File: config.mk
export PLATFORM = sky130hd
export DESIGN_NAME = fetch_sequencer
export DESIGN_NICKNAME = d
export VERILOG_FILES = /design/src/rtl/fetch_sequencer.sv
export SDC_FILE = /design/constraint.sdc
export NUM_CORES = 1
export LEC_CHECK = 0
export ABC_AREA = 1
export CORE_AREA = 2 2 87 105
export CTS_CLUSTER_DIAMETER = 200
export DETAILED_ROUTE_END_ITERATION = 10
export DIE_AREA = 0 0 89 107
export DONT_BUFFER_PORTS = 1
export SLEW_MARGIN = 20
export SYNTH_ARGS = -nofsm -noshare
export SYNTH_HDL_FRONTEND = slang
export SYNTH_SLANG_ARGS = --single-unit
File: constraint.sdc
create_clock -name clk -period 1.5 [get_ports clk]
set_clock_uncertainty 0.05 [all_clocks]
set_input_delay 0.225 -clock clk [delete_from_list [all_inputs] [get_ports clk]]
set_output_delay 0.225 -clock clk [all_outputs]
set_load 0.05 [all_outputs]
File: src/rtl/fetch_sequencer.sv
// Fetch sequencer: owns the architectural PC, fetches from a variable-latency
// instruction memory, issues each word to decode and retires it on ack.
module fetch_sequencer #(
  parameter logic [15:0] RESET_PC    = 16'h0000,
  parameter logic [3:0]  HALT_OPCODE = 4'hF,
  parameter int unsigned TIMEOUT     = 255
) (
  input  logic        clk,
  input  logic        rst_n,
  output logic [15:0] pc_cur,
  input  logic [15:0] pc_next,
  output logic        imem_req,
  output logic [15:0] imem_addr,
  input  logic        imem_gnt,
  input  logic        imem_rvalid,
  input  logic [15:0] imem_rdata,
  output logic [15:0] instr,
  output logic        instr_valid,
  input  logic        instr_ack,
  output logic        halted,
  output logic        fetch_err,
  output logic [15:0] retired_cnt
);

  typedef enum logic [2:0] {
    S_IDLE,
    S_REQ,
    S_WAIT,
    S_ISSUE,
    S_HALTED
  } state_t;

  // Counter value on the last WAIT cycle that may still receive data.
  localparam logic [15:0] TMO_LAST = 16'(TIMEOUT - 1);

  state_t      r_state;
  state_t      w_state_nxt;
  logic [15:0] r_tmo_cnt;
  logic [15:0] w_tmo_nxt;
  logic [15:0] r_pc;
  logic        r_imem_req;
  logic [15:0] r_instr;
  logic        r_instr_valid;
  logic        r_halted;
  logic        r_fetch_err;
  logic [15:0] r_retired;
  logic        w_is_halt;
  logic        w_timeout;

  assign w_is_halt = (r_instr[15:12] == HALT_OPCODE);
  assign w_timeout = (r_state == S_WAIT) && !imem_rvalid && (r_tmo_cnt == TMO_LAST);

  // NOTE: every output of an always_comb gets a default first so no path leaves
  // it unassigned; otherwise synthesis infers a latch.
  always_comb begin
    w_state_nxt = r_state;
    w_tmo_nxt   = r_tmo_cnt;
    case (r_state)
      S_IDLE:  w_state_nxt = S_REQ;
      S_REQ: begin
        if (imem_gnt) begin
          w_state_nxt = S_WAIT;
          w_tmo_nxt   = 16'h0000;
        end
      end
      S_WAIT: begin
        // Data arriving on the final allowed cycle takes priority over the timeout.
        if (imem_rvalid)    w_state_nxt = S_ISSUE;
        else if (w_timeout) w_state_nxt = S_HALTED;
        else                w_tmo_nxt   = r_tmo_cnt + 16'h0001;
      end
      S_ISSUE: begin
        if (instr_ack) w_state_nxt = w_is_halt ? S_HALTED : S_REQ;
      end
      S_HALTED: w_state_nxt = S_HALTED;
      default:  w_state_nxt = S_IDLE;
    endcase
  end

  // NOTE: sequential state uses non-blocking assignments so every flop samples
  // pre-edge values regardless of statement order.
  always_ff @(posedge clk or negedge rst_n) begin
    if (!rst_n) begin
      r_state       <= S_IDLE;
      r_tmo_cnt     <= 16'h0000;
      r_pc          <= RESET_PC;
      r_imem_req    <= 1'b0;
      r_instr       <= 16'h0000;
      r_instr_valid <= 1'b0;
      r_halted      <= 1'b0;
      r_fetch_err   <= 1'b0;
      r_retired     <= 16'h0000;
    end else begin
      r_state    <= w_state_nxt;
      r_tmo_cnt  <= w_tmo_nxt;
      r_imem_req <= (w_state_nxt == S_REQ);
      r_halted   <= (w_state_nxt == S_HALTED);
      if (w_timeout) r_fetch_err <= 1'b1;
      if ((r_state == S_WAIT) && imem_rvalid) begin
        r_instr       <= imem_rdata;
        r_instr_valid <= 1'b1;
      end
      if ((r_state == S_ISSUE) && instr_ack) begin
        r_instr_valid <= 1'b0;
        if (r_retired != 16'hFFFF) r_retired <= r_retired + 16'h0001;
        if (!w_is_halt) r_pc <= {pc_next[15:1], 1'b0};
      end
    end
  end

  assign pc_cur      = r_pc;
  assign imem_addr   = r_pc;
  assign imem_req    = r_imem_req;
  assign instr       = r_instr;
  assign instr_valid = r_instr_valid;
  assign halted      = r_halted;
  assign fetch_err   = r_fetch_err;
  assign retired_cnt = r_retired;

endmodule

After elaboration in Yosys (flattened, before gate mapping)
Cells that the tools add are included.
Widths: inputs -> output; s select.
{ "op_classes": {"n_addsub": 2, "n_mux": 12, "bitwise_logic": 1, "n_reduce_logical": 11, "eq_ne": 12} }
{ "ops": {"columns": ["op", "count"], "rows": [
  ["$mux 16", 3],
  ["$add 16x1->16 const B", 2],
  ["$pmux 16 s2", 1],
  ["$eq 16x8->1 const B", 1],
  ["$ne 16x16->1 const B", 1],
  ["$mux 3", 5],
  ["$pmux 3 s5", 1],
  ["$eq 3x1->1 const B", 2],
  ["$eq 3x2->1 const B", 2],
  ["$eq 3x3->1 const B", 2],
  ["$ne 2x2->1 const B", 3],
  ["$eq 4x4->1 const B", 1],
  ["$logic_and 1x1->1", 4],
  ["$reduce_and 2->1", 2],
  ["$reduce_and 4->1", 1],
  ["$reduce_bool 2->1", 2],
  ["$logic_not 3->1", 1],
  ["$mux 1", 2],
  ["$logic_not 1->1", 1],
  ["$not 1->1", 1]
]} }
{ "totals": {"input_bits": 37, "register_bits": 70} }

Logic depth before layout (Yosys ltp)
Gate-level depths: netlist of the first run.
{ "logic_depth": {"depth_word": 7, "ltp_mapped": 13} }

Worst setup path after synthesis of the first run
OpenSTA, ideal clock, no wires.
{ "synth_path": {"kind": "register to register", "start": "register r_retired[0] (netlist: retired_cnt[0])", "end": "register r_retired[11] (netlist: retired_cnt[11])", "t_arrival_ps": 1806, "required_time_ps": 1327, "slack_ps": -479, "stages_incl_launch_ff": 10, "setup_ps": 123, "n_path_buf": 1, "path_cell_list": "dfrtp_1 > ha_1 > nand3_1 > nor3_1 > nand2_1 > nand2_2 > nand2_2 > buf_4 > nand2_1 > o21ai_1"} }
{ "synth_between": {"elab_chain_cells": 2, "elab_cells_between_ends": 3, "classes_between": "1 x add/sub; 1 x eq/ne; 1 x reduce/logical"} }
{ "synth_lines": {"columns": ["element", "line", "rtl"], "rows": [
  ["start, declared", "46", "logic [15:0] r_retired;"],
  ["start signal, assigned", "105", "if (r_retired != 16'hFFFF) r_retired <= r_retired + 16'h0001;"],
  ["parallel branches: the longest is 2 deep, another holds $add 16x1->16", null, null]
]} }
Parallel ways; which one is timed is not known.
A chain may end at the register's enable or synchronous reset.

Worst setup path in the final report of the first run
{ "layout_path": {"start": "register r_state[2]", "end": "register r_tmo_cnt[3]"} }
{ "layout_between": {"elab_chain_cells": 5, "elab_cells_between_ends": 10, "classes_between": "5 x eq/ne; 1 x mux; 4 x reduce/logical"} }
{ "layout_lines": {"columns": ["element", "line", "rtl"], "rows": [
  ["start, declared", "36", "state_t r_state;"],
  ["start signal, assigned", "94", "r_state <= w_state_nxt;"],
  ["$eq 3x2->1", "51, 58", null],
  ["$logic_and 1x1->1 (2 in series)", "51", "assign w_timeout = (r_state == S_WAIT) && !imem_rvalid && (r_tmo_cnt == TMO_LAST);"],
  ["$ne 2x2->1 (no source line)", null, null],
  ["$reduce_and 4->1 (no source line)", null, null],
  ["end signal, assigned", "95", "r_tmo_cnt <= w_tmo_nxt;"],
  ["end, declared", "38", "logic [15:0] r_tmo_cnt;"]
]} }
Parallel ways exist; a longest one is shown, timed or not.

==> results.json, run 1 <==
{
  "status": "complete, but fails checks",
  "failed_checks": "negative hold slack, negative setup slack",
  "fin_cells": 665,
  "end_kind": "register",
  "vias": 3275,
  "avgSynthCellArea_um2": 8.84,
  "yosysWarnings": 0,
  "grt_setup_unrepaired": "yes",
  "drc": 0,
  "power_per_cell_area_nw_per_um2": 2160,
  "drtPass1Iterations": 4,
  "synth_compound_area_share_pct": 3.23,
  "n_antenna_cell": 0,
  "area_growth_pct": 51.4,
  "antenna_found_initial": 0,
  "portBuffers": 0,
  "setup_violations": 64,
  "reg2regPathDepth": 8,
  "synth_area_um2": 3720,
  "n_fill_cell": 666,
  "clkLatencyLatePin_ns": 0.35,
  "wl_per_cell_um": 14.8,
  "cts_buffer_depth": 2,
  "finalSetupTns_ns": -2.91,
  "rrSetupSlack_ns": -0.09,
  "required_ns": 1.69,
  "grt_pass1_vias": 3371,
  "synth_top_family_by_area": "simple AND/OR/NAND/NOR gates",
  "fp.dieH_um": 107,
  "h-tree-depth": 3,
  "synth_fa_ha_area_share_pct": 1.01,
  "clk_pin_slew_ns": 0.08,
  "hp-class": "input pin to async pin",
  "critPathKind": "register to register",
  "routed_wl_um": 9850,
  "synth-seq-cells": 70,
  "ant_nets": 0,
  "final_nets": 583,
  "final_util_pct": 66.2,
  "timing.fmax_ghz": 0.628,
  "drv_slew": 0,
  "rows": 37,
  "crit_path_max_fanout": 5,
  "r2r-end": "r_tmo_cnt[3]",
  "die_area_um2": 9520,
  "mostFrequentLayoutCells": "97 x nand2_1, 68 x buf_4, 54 x dfrtp_1",
  "critPathArrivalTime_ns": 1.79,
  "fin_ws_ns": -0.0922,
  "fin_total_pwr_mw": 12.2,
  "cts-root-buf": "clkbuf_8",
  "grt_max_degree": 71,
  "cts_made_buffers": 9,
  "start_util_pct": 43.7,
  "r2r-start": "r_state[2]",
  "final_hold_viol_count": 70,
  "die_w_um": 89,
  "p_leak_nw": 2.62,
  "peakVddDrop_mv": 1.24,
  "max_cap_violations": 0,
  "core_um2": 8520,
  "slew_headroom_pct": 66.5,
  "track_usage_pct": 20.7,
  "grt_pass1_wl_um": 15500,
  "holdBufCountCts": 32,
  "synthMuxAreaShare_pct": 9.38,
  "yosys.area_share.xor_xnor_pct": 4.47,
  "final_common_cell": "nand2_1",
  "detailed_place_hpwl_um": 6320,
  "synthSimpleGateAreaFrac_pct": 26.5,
  "worst_hold_slack_ns": -0.483,
  "cts_tree": "done",
  "drive_gt1_share_pct": 41.6,
  "worstMarginPinSlew_ns": 0.503,
  "yosysSeqAreaShare_pct": 47.0,
  "period_share_pct": 106,
  "viasPerCell": 4.92,
  "critPathLaunchType": "register",
  "drt_first_iter_violations": 134,
  "synth.distinct_cells": 32,
  "dp.cells": 601,
  "pre_cts_ws_ns": -0.0859,
  "post-route-min-period_ns": 1.59,
  "ios": 105,
  "synth_cells": 421,
  "gr-total-overflow": 0,
  "cts.sink_count": 70,
  "gp_congestion": 0.875
}
-- how the worst max path moves through the flow --
stage	start	to	depth (start not counted)
floorplan	retired_cnt[0]	retired_cnt[8]	9
global placement	r_tmo_cnt[1]	r_tmo_cnt[14]	9
detailed placement	r_tmo_cnt[1]	r_tmo_cnt[14]	9
CTS	r_tmo_cnt[0]	r_tmo_cnt[10]	12
global route	r_tmo_cnt[0]	r_tmo_cnt[5]	12
finish	r_state[2]	r_tmo_cnt[3]	8
-- where the power goes --
part	total [mW]	switching (mW)	internal, mW
Sequential	3.18	0.650	2.53
Combinational	7.26	4.54	2.71
Clock	1.74	0.753	0.986
Total	12.2	5.95	6.23
-- logic make-up (layout without fill, tap and decap cells) --
kind of cell / count (synthesis) / in the layout
and+or+nand+nor: 224 / 228
AOI/OAI and AO/OA: 17 / 17
DFF: 70 / 70
other: 1 / 2
buffers and inverters: 56 / 178
xor gates and xnor gates: 19 / 19
adders and majority gates: 3 / 3
muxes: 31 / 31
-- flip-flops by register name, summed over array words and instances (netlist names), 3 cells and up --
name and count:
r_state 3, imem_addr 15, r_tmo_cnt 16, instr 16
retired_cnt 16
-- area by class of cell --
type	instances	area [um^2]	area share, %
Tap cell	117	146	2.60
Inverter	33	129	2.29
Sequential cell	70	1770	31.4
Clock buffer	11	141	2.51
Multi-Input combinational cell	300	2040	36.2
Timing Repair Buffer	129	1320	23.5
Clock inverter	5	81.3	1.44
-- metrics by stage --
step	hold slack [ns]	instance area (um^2)
2_1_floorplan	-0.121	3850
3_3_place_gp	-0.117	4630
3_5_place_dp	-0.117	4630
4_1_cts	-0.493	5320
5_1_grt	-0.511	5640
6_report	-0.483	5640
-- per-layer routing --
metal | up-vias | share of wire, % | track usage [%]
met5 | - | 0 | 0
met4 | 0 | 2.1 | 8.00
met3 | 15 | 4.6 | 6.16
met2 | 69 | 53 | 35.3
met1 | 1605 | 40 | 24.2
li1 | 1586 | - | -
-- repair_timing --
action                                  4_1_cts  5_1_grt
pin swaps                                    14       21
setup buffers                                 5        8
gates cloned                                  1        4
endpoints found under the setup margin       62       68
resized for setup                            20       46
endpoints found under the hold margin       102       70
-- synthesized netlist by cell type (all sizes together) --
cell / instances / share of area (%)
buf: 22 / 4.7
nand3: 24 / 3.2
nand2: 128 / 14
dfrtp: 70 / 47
conb: 1 / 0.10
nor3: 9 / 1.6
o221ai: 1 / 0.24
o21ai: 10 / 1.7
ha: 3 / 1.0
xnor2: 2 / 0.47
o21bai: 2 / 0.40
o311ai: 2 / 0.47
inv: 33 / 3.5
a21oi: 2 / 0.37
nor2: 53 / 5.5
mux2: 31 / 9.4
xor2: 17 / 4.0
nand4: 10 / 1.7
clkbuf: 1 / 0.10
-- worst max-delay path, stage by stage, from the launching register on --
cell and delay (ns):
dfrtp_1 0.41, buf_6 0.14, nor3_4 0.23, nand2_4 0.15, o21ai_4 0.15, inv_6 0.07, buf_4 0.16, nand3_1 0.07
nand2_1 0.05
(Power assumes the default switching activity.)
==> run 2, diff against run 1 <==
--- a/config.mk
+++ b/config.mk
@@ -6,10 +6,11 @@
 export NUM_CORES = 1
 export LEC_CHECK = 0
 export ABC_AREA = 1
-export CORE_AREA = 2 2 87 105
+export ABC_CLOCK_PERIOD_IN_PS = 1500
+export CORE_AREA = 2 2 94 96
 export CTS_CLUSTER_DIAMETER = 200
 export DETAILED_ROUTE_END_ITERATION = 10
-export DIE_AREA = 0 0 89 107
+export DIE_AREA = 0 0 96 98
 export DONT_BUFFER_PORTS = 1
 export SLEW_MARGIN = 20
 export SYNTH_ARGS = -nofsm -noshare
==> run 2 against run 1 <==
  * The flow still finishes with violations (negative hold slack, negative setup slack)
  * Clock power is 10% lower
  * Global-route usage is 0.77 points higher
  * Design area hardly changed
  * Fmax is 0.76% lower
  * Sequential power is 7.5% higher
  * Register-to-register slack hardly changed
  * Clock-buffer cell count is 2 lower
  * Total power is 1.7% lower
  * Sequential cell count stayed put
  * Critical path type unchanged
  * Critical endpoint is now retired_cnt[12]
  * Highest routed layer unchanged
==> results.json, run 2 (synthesized netlist as in run 1, its figures left out) <==
{
  "status": "complete, but fails checks",
  "failed_checks": "negative hold slack, negative setup slack",
  "drtPass1Iterations": 4,
  "gp_congestion": 0.859,
  "reg2regPathDepth": 8,
  "drt_first_iter_violations": 155,
  "cts_made_buffers": 9,
  "cts-root-buf": "clkbuf_8",
  "final_nets": 585,
  "crit_path_max_incr_delay_ns": 0.45,
  "cpMostUsedCell": "nor2_4",
  "vias": 3332,
  "holdBufCountCts": 32,
  "ios": 105,
  "rrSetupSlack_ns": -0.10,
  "worstMarginPinSlew_ns": 0.506,
  "dp.cells": 591,
  "critPathArrivalTime_ns": 1.82,
  "h-tree-depth": 3,
  "cts_tree": "done",
  "drive_gt1_share_pct": 44.0,
  "p_leak_nw": 2.61,
  "slew_headroom_pct": 66.3,
  "register_area_um2": 1770,
  "portBuffers": 0,
  "drv_slew": 0,
  "rows": 34,
  "r2r-start": "r_state[2]",
  "cts_buffer_depth": 2,
  "critPathKind": "register to register",
  "path_cells": "nor2_2 > nand2_2 > nor2_4 > buf_12 > o21ai_4 > buf_6 > nor2_4 > xor2_1",
  "mostFrequentLayoutCells": "95 x nand2_1, 71 x buf_4, 54 x dfrtp_1",
  "drc": 0,
  "post-route-min-period_ns": 1.60,
  "wl_per_cell_um": 15.9,
  "cts.sink_count": 70,
  "grt_setup_unrepaired": "yes",
  "crit_path_max_fanout": 6,
  "ant_nets": 0,
  "path_buf_inv": 2,
  "cp_top_family": "flip-flops",
  "grt_max_degree": 71,
  "viasPerCell": 5.06,
  "max_cap_violations": 0,
  "peakVddDrop_mv": 1.69,
  "power_per_cell_area_nw_per_um2": 2120,
  "track_usage_pct": 21.5,
  "core_um2": 8470,
  "final_util_pct": 66.5,
  "n_fill_cell": 621,
  "critPathLaunchType": "register",
  "area_growth_pct": 51.2,
  "period_share_pct": 107,
  "slowest_stage": "dfrtp_2",
  "grt_pass1_vias": 3330,
  "routed_wl_um": 10500,
  "final_hold_viol_count": 70,
  "n_antenna_cell": 0,
  "die_area_um2": 9410,
  "crit_cells": 8,
  "gr-total-overflow": 0,
  "die_w_um": 96,
  "required_ns": 1.71,
  "multi_input_area_um2": 2080,
  "r2r-end": "retired_cnt[12]",
  "final_common_cell": "nand2_1",
  "fp.dieH_um": 98,
  "worst_hold_slack_ns": -0.486,
  "setup_violations": 48,
  "grt_pass1_wl_um": 15800,
  "fin_ws_ns": -0.104,
  "detailed_place_hpwl_um": 5930,
  "end_kind": "register",
  "antenna_found_initial": 0,
  "fin_cells": 658,
  "start_util_pct": 44.0,
  "timing.fmax_ghz": 0.623,
  "clkLatencyLatePin_ns": 0.35,
  "clk_pin_slew_ns": 0.09,
  "hp-class": "input pin to async pin"
}
-- run 2: cell count changes in the layout (fill, tap and decap cells not counted), sizes merged --
| cell | change |
|---|---|
| clkbuf | -3 |
| bufinv | -1 |
| clkinvlp | +2 |
| inv | -1 |
| buf | +3 |
| clkinv | +2 |
-- run 2: timing repair --
item                       CTS  global route
setup endpoints to repair   56            67
hold endpoints to repair   102            70
gates resized for setup     22            55
cloned                       3             1
setup buffers                7             8
pin swaps                   13            23
-- run 2: per-layer routing --
layer	routed length (um)	global-route usage (%)	vias to the layer above
li1	-	-	1592
met1	4040	27.6	1609
met2	5420	35.8	111
met3	777	6.48	20
met4	229	4.40	0
met5	0	0	-
-- run 2: how the worst max path moves through the flow --
stage                              start               to  slack [ns]
after global routing        r_tmo_cnt[0]    r_tmo_cnt[15]       -0.20
after CTS                   r_tmo_cnt[0]    r_tmo_cnt[13]       -0.03
after detailed placement      r_state[2]     imem_addr[7]       -0.07
after floorplan           retired_cnt[0]   retired_cnt[8]       -0.20
final                         r_state[2]  retired_cnt[12]       -0.10
after global placement      r_tmo_cnt[0]    r_tmo_cnt[13]       -0.05
-- run 2: cell type report --
type,instances,share of cell area (%)
multi-input combinational,300,36.9
sequential,70,31.5
timing repair buffer,131,23.4
tap,108,2.40
inverter,33,2.29
clock buffer,9,2.20
clock inverter,7,1.33
-- run 2: report_power, final --
| part | total [mW] | internal, mW | switching, mW |
|---|---|---|---|
| logic | 6.98 | 2.65 | 4.33 |
| registers | 3.42 | 2.52 | 0.899 |
| clock network | 1.56 | 0.770 | 0.793 |
| total | 12.0 | 5.94 | 6.02 |
-- run 2: worst register-to-register path, cell delays in order (launching register included) --
cell and delay [ns]:
dfrtp_2 0.45, nor2_2 0.12, nand2_2 0.07, nor2_4 0.11
buf_12 0.15, o21ai_4 0.15, buf_6 0.19, nor2_4 0.07
xor2_1 0.16
-- run 2: through the flow --
| stage | area [um^2] | setup slack, ns | TNS (ns) | hold WS (ns) | power, mW |
|---|---|---|---|---|---|
| CTS | 5300 | -0.0305 | -0.248 | -0.500 | 11.5 |
| detailed placement | 4590 | -0.0710 | -1.79 | -0.117 | 9.52 |
| global placement | 4590 | -0.0498 | -1.14 | -0.117 | 9.41 |
| floorplan | 3850 | -0.202 | -3.20 | -0.121 | 7.80 |
| global route | 5630 | -0.205 | -6.79 | -0.518 | 12.5 |
| finish | 5630 | -0.104 | -1.93 | -0.486 | 12.0 |
==> run 3, diff against run 2 <==
==> constraint.sdc (replaced) <==
create_clock -name clk -period 1.5 [get_ports clk]
set_clock_uncertainty 0.05 [all_clocks]
set_input_delay 0.3 -clock clk [delete_from_list [all_inputs] [get_ports clk]]
set_output_delay 0.3 -clock clk [all_outputs]
set_load 0.05 [all_outputs]
==> run 3 against run 2 <==
  * The flow still finishes with violations (negative hold slack, negative setup slack)
  * Combinational power shrank 10%
  * Clock power shrank 7%
  * Hold slack gained 0.072 ns
  * Global-route usage shrank 2.0 points
  * Sequential power grew 7.3%
  * Largest power group unchanged
==> results.json, run 3 (synthesized netlist as in run 1, its figures left out) <==
{
  "die_w_um": 96,
  "grt_max_degree": 71,
  "crit_path_max_fanout": 5,
  "worst_hold_slack_ns": -0.415,
  "fp.dieH_um": 98,
  "cts_tree": "done",
  "cts_buffer_depth": 2,
  "cts-root-buf": "clkbuf_8",
  "grt_pass1_wl_um": 14300,
  "end_kind": "register",
  "vias": 3094,
  "drt_first_iter_violations": 189,
  "period_share_pct": 106,
  "wl_per_cell_um": 15.3,
  "ant_nets": 0,
  "path_cells": "ha_4 > inv_2 > nor2_1 > nand2_1 > nor2_1 > nand2_1 > nand2_4 > a21oi_4 > buf_6 > nand2_2 > nand2_1",
  "drive_gt1_share_pct": 46.9,
  "critPathKind": "register to register",
  "die_area_um2": 9410,
  "required_ns": 1.73,
  "final_hold_viol_count": 70,
  "clk_pin_slew_ns": 0.09,
  "grt_pass1_vias": 2993,
  "n_antenna_cell": 0,
  "drc": 0,
  "ios": 105,
  "final_common_cell": "nand2_1",
  "track_usage_pct": 19.5,
  "status": "complete, but fails checks",
  "cpMostUsedCell": "nand2_1",
  "h-tree-depth": 3,
  "power_per_cell_area_nw_per_um2": 2220,
  "drtPass1Iterations": 4,
  "pre_cts_ws_ns": -0.0883,
  "multi_input_area_um2": 2110,
  "mostFrequentLayoutCells": "83 x nand2_1, 70 x buf_4, 53 x dfrtp_1",
  "setup_violations": 29,
  "max_cap_violations": 0,
  "grt_setup_unrepaired": "yes",
  "peakVddDrop_mv": 1.42,
  "gp_congestion": 0.902,
  "fin_ws_ns": -0.0924,
  "timing.fmax_ghz": 0.628,
  "rows": 34,
  "failed_checks": "negative hold slack, negative setup slack",
  "cts.sink_count": 70,
  "antenna_found_initial": 0,
  "clkLatencyLatePin_ns": 0.35,
  "n_fill_cell": 684,
  "viasPerCell": 5.03,
  "portBuffers": 0,
  "core_um2": 8470,
  "final_nets": 542,
  "slowest_stage": "dfrtp_2",
  "post-route-min-period_ns": 1.59,
  "critPathLaunchType": "register",
  "register_area_um2": 1770,
  "area_growth_pct": 37.5,
  "gr-total-overflow": 0,
  "crit_path_max_incr_delay_ns": 0.47,
  "routed_wl_um": 9380,
  "start_util_pct": 44.0,
  "drv_slew": 0,
  "critPathArrivalTime_ns": 1.83,
  "cts_made_buffers": 9,
  "p_leak_nw": 2.36,
  "final_util_pct": 60.5,
  "hp-class": "input pin to async pin",
  "detailed_place_hpwl_um": 5770
}
run 3: cell count changes in the layout (fill, tap and decap cells not counted), moves of 2 or more:
cell	previous run	this run
buf_12	17	8
nand2_2	26	37
nor3_1	3	5
nand2_1	95	83
inv_6	1	3
nand3_1	10	13
nand3_2	13	10
clkinv_4	2	0
dlygate4sd3_1	32	0
buf_6	11	8
run 3: layout make-up:
type / count / area share (%)
inverter: 33 / 2.52
sequential: 70 / 34.6
multi-input combinational: 301 / 41.2
tap: 108 / 2.64
clock buffer: 10 / 2.69
clock inverter: 6 / 0.880
timing repair buffer: 87 / 15.4
run 3: per-layer routing:
metal	vias up	wire (um)	GRT usage [%]	part of all wire, %
li1	1509	-	-	-
met1	1497	4150	25.8	44
met2	80	4590	30.9	49
met3	8	570	6.48	6.1
met4	0	71	4.62	0.76
met5	-	0	0	0
run 3: power by group:
part | total [mW] | leakage, nW | internal (mW) | switching (mW)
combinational | 6.27 | 1.41 | 2.24 | 4.02
sequential | 3.67 | 0.867 | 2.51 | 1.16
clock | 1.45 | 0.0853 | 0.654 | 0.792
run 3: worst max-delay path, delay by kind of cell (launching register included):
kind	cells	cell delay, ns
AOI/OAI and AO/OA	1	0.20
adders and majority gates	1	0.18
and+or+nand+nor	7	0.42
buffers and inverters	2	0.21
DFF	1	0.47
run 3: stage by stage:
stage                     TNS (ns)  cell area [um^2]  std cells  power [mW]
after floorplan              -3.20              3850        422        7.80
after global placement       -1.28              4430        582        8.96
after detailed placement     -2.59              4430        582        9.05
after CTS                   -0.533              4800        605        10.9
after global routing         -5.19              5120        615        11.9
final                        -1.50              5120        615        11.4
run 3: repair_timing:
action	4_1_cts	5_1_grt
pin swaps	12	22
cloned	2	4
setup buffers	5	6
resized for setup	28	56
endpoints found under the setup margin	62	68
hold endpoints to repair	70	70
run 3: path summary, 6_finish.rpt:
kind,startpoint,end,slack [ns],depth (start not counted)
min in group clk,instr_ack,r_state[1],0.04,1
setup / recovery,r_tmo_cnt[1],r_tmo_cnt[7],-0.09,11
hold / removal,rst_n,r_tmo_cnt[4],-0.41,0
max in group asynchronous,rst_n,retired_cnt[6],1.69,0
setup reg to reg,r_tmo_cnt[1],r_tmo_cnt[7],-0.09,11
hold reg to reg,imem_addr[10],imem_addr[10],0.47,1
